<file path="config.mk">
export PLATFORM = sky130hd
export DESIGN_NAME = varredura_coluna
export DESIGN_NICKNAME = d
export VERILOG_FILES = /design/src/rtl/varredura_coluna_pkg.sv /design/src/rtl/varredura_coluna_divisor.sv /design/src/rtl/varredura_coluna.sv
export SDC_FILE = /design/constraint.sdc
export NUM_CORES = 1
export LEC_CHECK = 0
export CAP_MARGIN = 20
export CORE_MARGIN = 1
export CORE_UTILIZATION = 30
export CTS_BUF_LIST = sky130_fd_sc_hd__clkbuf_4
export DETAILED_ROUTE_END_ITERATION = 8
export PLACE_DENSITY_LB_ADDON = 0.08
export SLEW_MARGIN = 20
export SYNTH_ARGS = -nofsm -noshare
export SYNTH_HDL_FRONTEND = slang
export SYNTH_HIERARCHICAL = 1
export SYNTH_SLANG_ARGS = --single-unit
</file>
<file path="constraint.sdc">
create_clock -name clk -period 3.3 [get_ports clk]
set_input_delay 0.33 -clock clk [delete_from_list [all_inputs] [get_ports clk]]
set_output_delay 0.33 -clock clk [all_outputs]
set_load 0.02 [all_outputs]
</file>
<file path="src/rtl/varredura_coluna_pkg.sv">
// Shared definitions for the column scanner: FSM state encoding, column index width
// and the column-advance helper used by the scan stage.
package varredura_coluna_pkg;

  localparam int unsigned ColW = 3;

  typedef enum logic [1:0] {
    StIdle = 2'd0,
    StScan = 2'd1,
    StBlnk = 2'd2
  } state_e;

  // Next column index, wrapping from ncol-1 back to 0.
  function automatic logic [ColW-1:0] next_col(input logic [ColW-1:0] code,
                                               input int unsigned ncol);
    if (code == ColW'(ncol - 1)) begin
      return '0;
    end
    return code + ColW'(1);
  endfunction

endpackage

</file>
<file path="src/rtl/varredura_coluna_divisor.sv">
// Scan prescaler: counts lit cycles of a column, with count-enable, clear and a
// terminal-count flag raised when the count sits at DIV-1.
module divisor_varredura #(
  parameter int unsigned DIV = 50000
) (
  input  logic clk,
  input  logic reset_n,
  input  logic en_i,
  input  logic clr_i,
  output logic tc_o
);

  localparam int unsigned CntW = $clog2(DIV);
  localparam logic [CntW-1:0] CntLast = CntW'(DIV - 1);

  logic [CntW-1:0] cnt_q, cnt_d;

  always_comb begin
    cnt_d = cnt_q;
    if (clr_i) begin
      cnt_d = '0;
    end else if (en_i) begin
      cnt_d = cnt_q + CntW'(1);
    end
  end

  assign tc_o = (cnt_q == CntLast);

  always_ff @(posedge clk) begin
    if (!reset_n) begin
      cnt_q <= '0;
    end else begin
      cnt_q <= cnt_d;
    end
  end

endmodule

</file>
<file path="src/rtl/varredura_coluna.sv">
// LED matrix column scanner: lights one column at a time (active-low) for DIV cycles,
// separated by BLANK all-off cycles, with registered index, tick and frame outputs.
module varredura_coluna
  import varredura_coluna_pkg::*;
#(
  parameter int unsigned DIV   = 50000,
  parameter int unsigned NCOL  = 5,
  parameter int unsigned BLANK = 2
) (
  input  logic            clk,
  input  logic            reset_n,
  input  logic            enable,
  input  logic            freeze,
  output logic [ColW-1:0] col_code,
  output logic [NCOL-1:0] col_sel,
  output logic            col_tick,
  output logic            frame_start
);

  localparam int unsigned BlankW = (BLANK > 1) ? $clog2(BLANK) : 1;
  localparam logic [BlankW-1:0] BlankLast = BlankW'(BLANK - 1);

  state_e            state_q, state_d;
  logic [ColW-1:0]   col_code_q, col_code_d;
  logic [NCOL-1:0]   col_sel_q, col_sel_d;
  logic              col_tick_q, col_tick_d;
  logic              frame_start_q, frame_start_d;
  logic [BlankW-1:0] blank_cnt_q, blank_cnt_d;

  logic              pre_en, pre_clr, pre_tc;
  logic              col_done;
  logic [ColW-1:0]   col_nxt;
  logic [NCOL-1:0]   scan_sel;

  divisor_varredura #(
    .DIV (DIV)
  ) u_divisor (
    .clk     (clk),
    .reset_n (reset_n),
    .en_i    (pre_en),
    .clr_i   (pre_clr),
    .tc_o    (pre_tc)
  );

  assign col_done = (state_q == StScan) && pre_tc && !freeze;
  assign pre_en   = (state_q == StScan) && !freeze;
  // Prescaler reads 0 everywhere outside SCAN and restarts on each column advance.
  assign pre_clr  = !enable || (state_q != StScan) || col_done;
  assign col_nxt  = next_col(col_code_q, NCOL);

  // Column decoder for the currently held index; IDLE always holds index 0.
  always_comb begin
    scan_sel = '1;
    for (int i = 0; i < NCOL; i++) begin
      if (col_code_q == ColW'(i)) begin
        scan_sel[i] = 1'b0;
      end
    end
  end

  always_comb begin
    state_d       = state_q;
    col_code_d    = col_code_q;
    col_sel_d     = col_sel_q;
    col_tick_d    = 1'b0;
    frame_start_d = 1'b0;
    blank_cnt_d   = blank_cnt_q;

    if (!enable) begin
      state_d     = StIdle;
      col_code_d  = '0;
      col_sel_d   = '1;
      blank_cnt_d = '0;
    end else begin
      unique case (state_q)
        StIdle: begin
          state_d       = StScan;
          col_code_d    = '0;
          col_sel_d     = scan_sel;
          col_tick_d    = 1'b1;
          frame_start_d = 1'b1;
        end
        StScan: begin
          col_sel_d = scan_sel;
          if (col_done) begin
            state_d       = StBlnk;
            col_code_d    = col_nxt;
            col_sel_d     = '1;
            col_tick_d    = 1'b1;
            frame_start_d = (col_nxt == '0);
            blank_cnt_d   = '0;
          end
        end
        StBlnk: begin
          col_sel_d = '1;
          if (blank_cnt_q == BlankLast) begin
            state_d     = StScan;
            col_sel_d   = scan_sel;
            blank_cnt_d = '0;
          end else begin
            blank_cnt_d = blank_cnt_q + BlankW'(1);
          end
        end
        default: begin
          state_d     = StIdle;
          col_code_d  = '0;
          col_sel_d   = '1;
          blank_cnt_d = '0;
        end
      endcase
    end
  end

  always_ff @(posedge clk) begin
    if (!reset_n) begin
      state_q       <= StIdle;
      col_code_q    <= '0;
      col_sel_q     <= '1;
      col_tick_q    <= 1'b0;
      frame_start_q <= 1'b0;
      blank_cnt_q   <= '0;
    end else begin
      state_q       <= state_d;
      col_code_q    <= col_code_d;
      col_sel_q     <= col_sel_d;
      col_tick_q    <= col_tick_d;
      frame_start_q <= frame_start_d;
      blank_cnt_q   <= blank_cnt_d;
    end
  end

  assign col_code    = col_code_q;
  assign col_sel     = col_sel_q;
  assign col_tick    = col_tick_q;
  assign frame_start = frame_start_q;

endmodule

</file>
---- After elaboration in Yosys (flattened, before gate mapping) ----
Index checks and enable logic that the tools add are counted.
cells by class
  equal/unequal tests ..................... 10
  reductions and logical operators ........ 15
  bitwise gates (word level) .............. 3
  $add $sub $neg .......................... 3
  mux-type cells .......................... 23
operators by type and width
  kind                                                 count
  adder 16 x 1 -> 16 bit, second input constant        1
  equality test 16 bit, second input constant          1
  case mux 5 bit (3 select lines)                      1
  two-way mux 1 bit                                    10
  two-way mux 5 bit                                    2
  two-way mux 3 bit                                    3
  AND reduction 2 bit                                  4
  equality test 3 x 2 -> 1 bit, second input constant  2
  zero test 3 bit                                      2
  case mux 2 bit (3 select lines)                      1
  case mux 3 bit (2 select lines)                      1
  two-way mux 2 bit                                    2
  inequality test 2 bit, second input constant         2
  case mux 1 bit (2 select lines)                      2
  adder 3 x 1 -> 3 bit, second input constant          1
  equality test 3 x 1 -> 1 bit, second input constant  1
  equality test 3 bit, second input constant           1
  logical AND 1 bit                                    3
  inverter 1 bit                                       3
  case mux 1 bit (3 select lines)                      1
  equality test 2 x 1 -> 1 bit, second input constant  1
  equality test 2 bit, second input constant           1
  zero test 1 bit                                      2
  zero test 2 bit                                      1
  4 further kinds                                      5
word-level totals
  bits in registers ....................... 29

---- Longest topological paths before layout ----
  word-level depth ........................ 6
  gate-level depth with buffers ........... 8
  mapped depth without buffers ............ 8

---- Hierarchy ----
Netlist, hierarchy kept.
by module, submodules not included
  module             area each (sq um)  cells each  times used
  divisor_varredura  789.5              92          1
  varredura_coluna   596.8              57          1

---- Least setup slack after synthesis ----
No wires, ideal clock.
  kind .................................... register to register
  start point ............................. reg u_divisor.cnt_q[0]
  end point ............................... reg u_divisor.cnt_q[0]
  arrival ................................. 1.738 ns
  library setup time ...................... 0.128 ns
  data required time ...................... 3.172 ns
  stages on the path, launching flop included .. 9
  period minus slack after synthesis ...... 1.866 ns
  path buffers ............................ 1
  slack ................................... 1.434 ns
  cells stage by stage .................... dfxtp_1 > ha_1 > nand2b_1 > nor4_1 > nand2b_1 > nand3_1 > nand2b_1 > clkbuf_1 > nor2_1
on the way
  cells in the longest elaborated chain, start to end .. 5
  elaborated cells between the ends (all ways) .. 6
  those cells by class .................... add/sub (1); eq/ne (1); reduce/logical (4)
ends and longest elaborated chain
  item                                 RTL line                        source
  start, declared                      varredura_coluna_divisor.sv:16  logic [CntW-1:0] cnt_q, cnt_d;
  start signal, assigned               varredura_coluna_divisor.sv:33  cnt_q <= cnt_d;
  equality test 16 bit                 varredura_coluna_divisor.sv:27  assign tc_o = (cnt_q == CntLast);
  named net pre_tc                     varredura_coluna.sv:30          logic pre_en, pre_clr, pre_tc;
  logical AND 1 bit (2 in a row)       varredura_coluna.sv:45          assign col_done = (state_q == StScan) && pre_tc && !freeze;
  logical OR 1 bit                     varredura_coluna.sv:48          assign pre_clr = !enable || (state_q != StScan) || col_done;
  named net pre_clr                    varredura_coluna.sv:30
  OR reduction 2 bit (no source line)  --
The timed path passes the listed nets, and every way through them passes these cells.
A chain may end at the register's enable or synchronous reset.

---- Final worst setup path ----
  start point ............................. reg u_divisor.cnt_q[0]
  end point ............................... reg u_divisor.cnt_q[11]
The elaborated chain is that of the path after synthesis.

==> reports/results.txt <==
die width -> 70.0 microns
Yosys reg bits -> 29
Max FO, Critical Path -> 13
Worst Skew -> 0.00717 ns
Post-CTS Resized -> 0
GRT Overall Usage -> 12.4%
layout cells sized above 1 -> 9.09%
Placement Rows -> 24
FILL cells -> 444
CTS tree -> done
Detail Placement HPWL -> 2060 microns
final WL -> 2790 microns
Avg Inst Size Synth -> 9.30 sq um
Synth cell types -> 31
vias in the first global route -> 1034
drt via density -> 5.19
clk sink count -> 29
largest net degree at the start of global routing -> 16
post-CTS setup buffers -> 0
RR Endpoint -> u_divisor/cnt_q[11]
final hold slack -> 0.486 ns
Int Power -> 453 uW
ant diodes -> 0
Hold Fails Final Rpt -> 0
routed len/inst -> 12.8 microns
Worst-path clk slew -> 0.09 ns
leading cell type in the layout, fill and taps excluded -> dfxtp_1
RR Startpoint -> u_divisor/cnt_q[0]
fin crit share -> 68.4%
HP Start -> u_divisor/cnt_q[15]
clock group share of total power -> 35.3%
IO Port Bufs -> 13
CTS root buffer -> clkbuf_4
nets -> 174
Leak Pwr -> 0.000478 uW
syn_nets -> 159
CP Cell Sequence -> ha_1, nand2b_1, nor4_1, nand2b_1, nand3_1, nand2b_1, a21oi_1
Tmin final -> 2.26 ns
Synth Instances -> 149
Slew @ Worst Pin -> 0.518 ns
Tightest Hold Check Type -> reg -> reg
switching portion of total power -> 22.7%
flop-to-flop setup slack -> 1.04 ns
hold_buf cts -> 0
unrepaired setup endpoints after global routing -> no
critical path buffer and inverter count -> 0
Ys Warns -> 6
Hold Crit Depth -> 2
initial DRC count -> 50
most frequent cells in the layout -> 29 x dfxtp_1, 14 x nand2_1, 13 x clkdlybuf4s50_1
Setup violations, final -> 0
Top delay family on crit path -> simple AND/OR/NAND/NOR gates
Comb power frac -> 4.3%
TNS Setup -> 0 ns
Syn-to-layout area delta -> 15.4%
full die area -> 0.00490 sq mm
r2r worst-path depth -> 7
CTS max path bufs -> 2
CTS Buf Count -> 5
crit-path most repeated cell -> nand2b_1
Levels on crit path -> 7
pwr dens -> 366 mW/mm^2
# DRC -> 0
Die Y -> 70.0 microns
CP Data Arrival Time -> 2.44 ns
total gr overflow -> 0
status -> completed
Tot Pwr -> 586 uW
Sw Pwr -> 133 uW
initial antenna violation count -> 0
Core ar. -> 0.00438 sq mm
Seq pwr share -> 60.4%
GPL Wtd Cong -> 0.748
CP Class -> reg -> reg
htree depth -> 2
CP max-delay cell -> nor4_1
synthesized area -> 0.00139 sq mm
DR pass1 iterations -> 4
Slew HR -> 65.4%
startpoint class of the critical path -> flop
Max Slew Vio Count -> 0
Ports -> 14
Hold EP -> u_divisor/cnt_q[15]
Max VDD drop -> 0.192 mV
crit-path max cell delay -> 0.45 ns
Worst setup EP type -> flop
sequential area share after synthesis -> 41.9%
maxcap violations -> 0
fmax -> 443 MHz
WP data required -> 3.48 ns
first-pass GRT wire length -> 4700 microns
effective utilization at floorplan -> 31.6%
Routed Antenna Nets -> 0
Worst-Skew Late Latency -> 0.32 ns
via count -> 1126
[logic make-up after synthesis]
logic type | synth area share [%]
adder cells (fa/ha/maj) | 5.42
flip-flops | 41.9
multiplexers | 4.33
buffers and inverters | 3.43
AND/OR/NAND/NOR | 27.6
XOR/XNOR | 2.53
AO/OA/AOI/OAI | 14.8
[final cells by class]
type | count | area, sq um | share of cell area [%]
multi-input cells | 112 | 758 | 47.4
well taps | 52 | 65.1 | 4.07
flip-flops and latches | 29 | 581 | 36.3
inverters | 3 | 11.3 | 0.704
clock inverters | 2 | 10.0 | 0.625
repair buffers | 13 | 130 | 8.13
clock buffers | 6 | 45.0 | 2.81
[Yosys cell counts]
cell	number	area share (%)
nor2_1	9	2.4
or3_1	3	1.4
o31ai_1	5	2.7
inv_1	3	0.81
nand2_1	14	3.8
a211oi_2	2	1.8
nor4_1	5	2.3
or3_2	1	0.54
nor2b_1	3	1.4
nand2b_1	8	3.6
or4_1	4	2.2
clkbuf_1	1	0.27
o21ai_0	4	1.4
nor3_1	2	0.72
xnor2_1	1	0.63
and4bb_4	1	1.2
a22oi_1	1	0.54
o32ai_2	1	1.2
nand3_1	9	3.2
nand4_2	1	0.90
o31a_1	1	0.63
a2111oi_4	1	2.0
mux2i_1	6	4.3
a21oi_1	11	4.0
nand4_1	9	4.1
a211oi_1	1	0.54
buf_6	2	1.6
xor2_1	3	1.9
ha_1	6	5.4
dfxtp_1	29	42
buf_2	2	0.72
[worst max-delay path by stage]
stage,start,to,slack (ns)
after floorplan,u_divisor/cnt_q[0],u_divisor/cnt_q[0],1.43
after global placement,freeze,u_divisor/cnt_q[9],0.98
after detailed placement,freeze,u_divisor/cnt_q[11],0.92
after CTS,u_divisor/cnt_q[0],u_divisor/cnt_q[2],1.00
after global routing,u_divisor/cnt_q[0],u_divisor/cnt_q[4],0.76
final,u_divisor/cnt_q[0],u_divisor/cnt_q[11],1.04
[routing by layer]
layer / vias up / global-route usage, % / part of all wire (%)
met2: 19 / 20.4 / 50
li1: 585 / - / -
met4: 0 / 7.11 / 2.2
met1: 514 / 13.9 / 44
met3: 8 / 4.33 / 3.8
met5: - / 0 / 0
[power groups by stage]
stage,clock network (uW),registers [uW],logic (uW)
detailed placement,0,362,26.1
global placement,0,362,25.9
floorplan,0,364,12.5
global route,240,355,27.7
CTS,221,354,26.2
finish,207,354,25.5
[through the flow]
step	setup WS (ns)	area [sq um]	std cells	utilization, %
after floorplan	1.43	1390	149	-
after global placement	0.981	1550	209	35.2
after detailed placement	0.923	1550	209	35.2
after CTS	1.00	1600	217	36.5
after global routing	0.757	1600	217	36.5
final	1.04	1600	217	36.5
[state kept, by name (all words and copies together) (netlist names)]
signal           count
col_tick             1
frame_start          1
u_divisor/cnt_q     16
state_q              2
blank_cnt_q          1
col_code             3
col_sel              5
[worst reg2reg max path: cells and delay by family, from the launching register on]
family / cells / cell delay [ns]
simple gates: 5 / 1.37
compound gates: 1 / 0.09
flops: 1 / 0.40
fa+ha+maj: 1 / 0.26
Note: power is estimated with default switching activity, not from simulation.
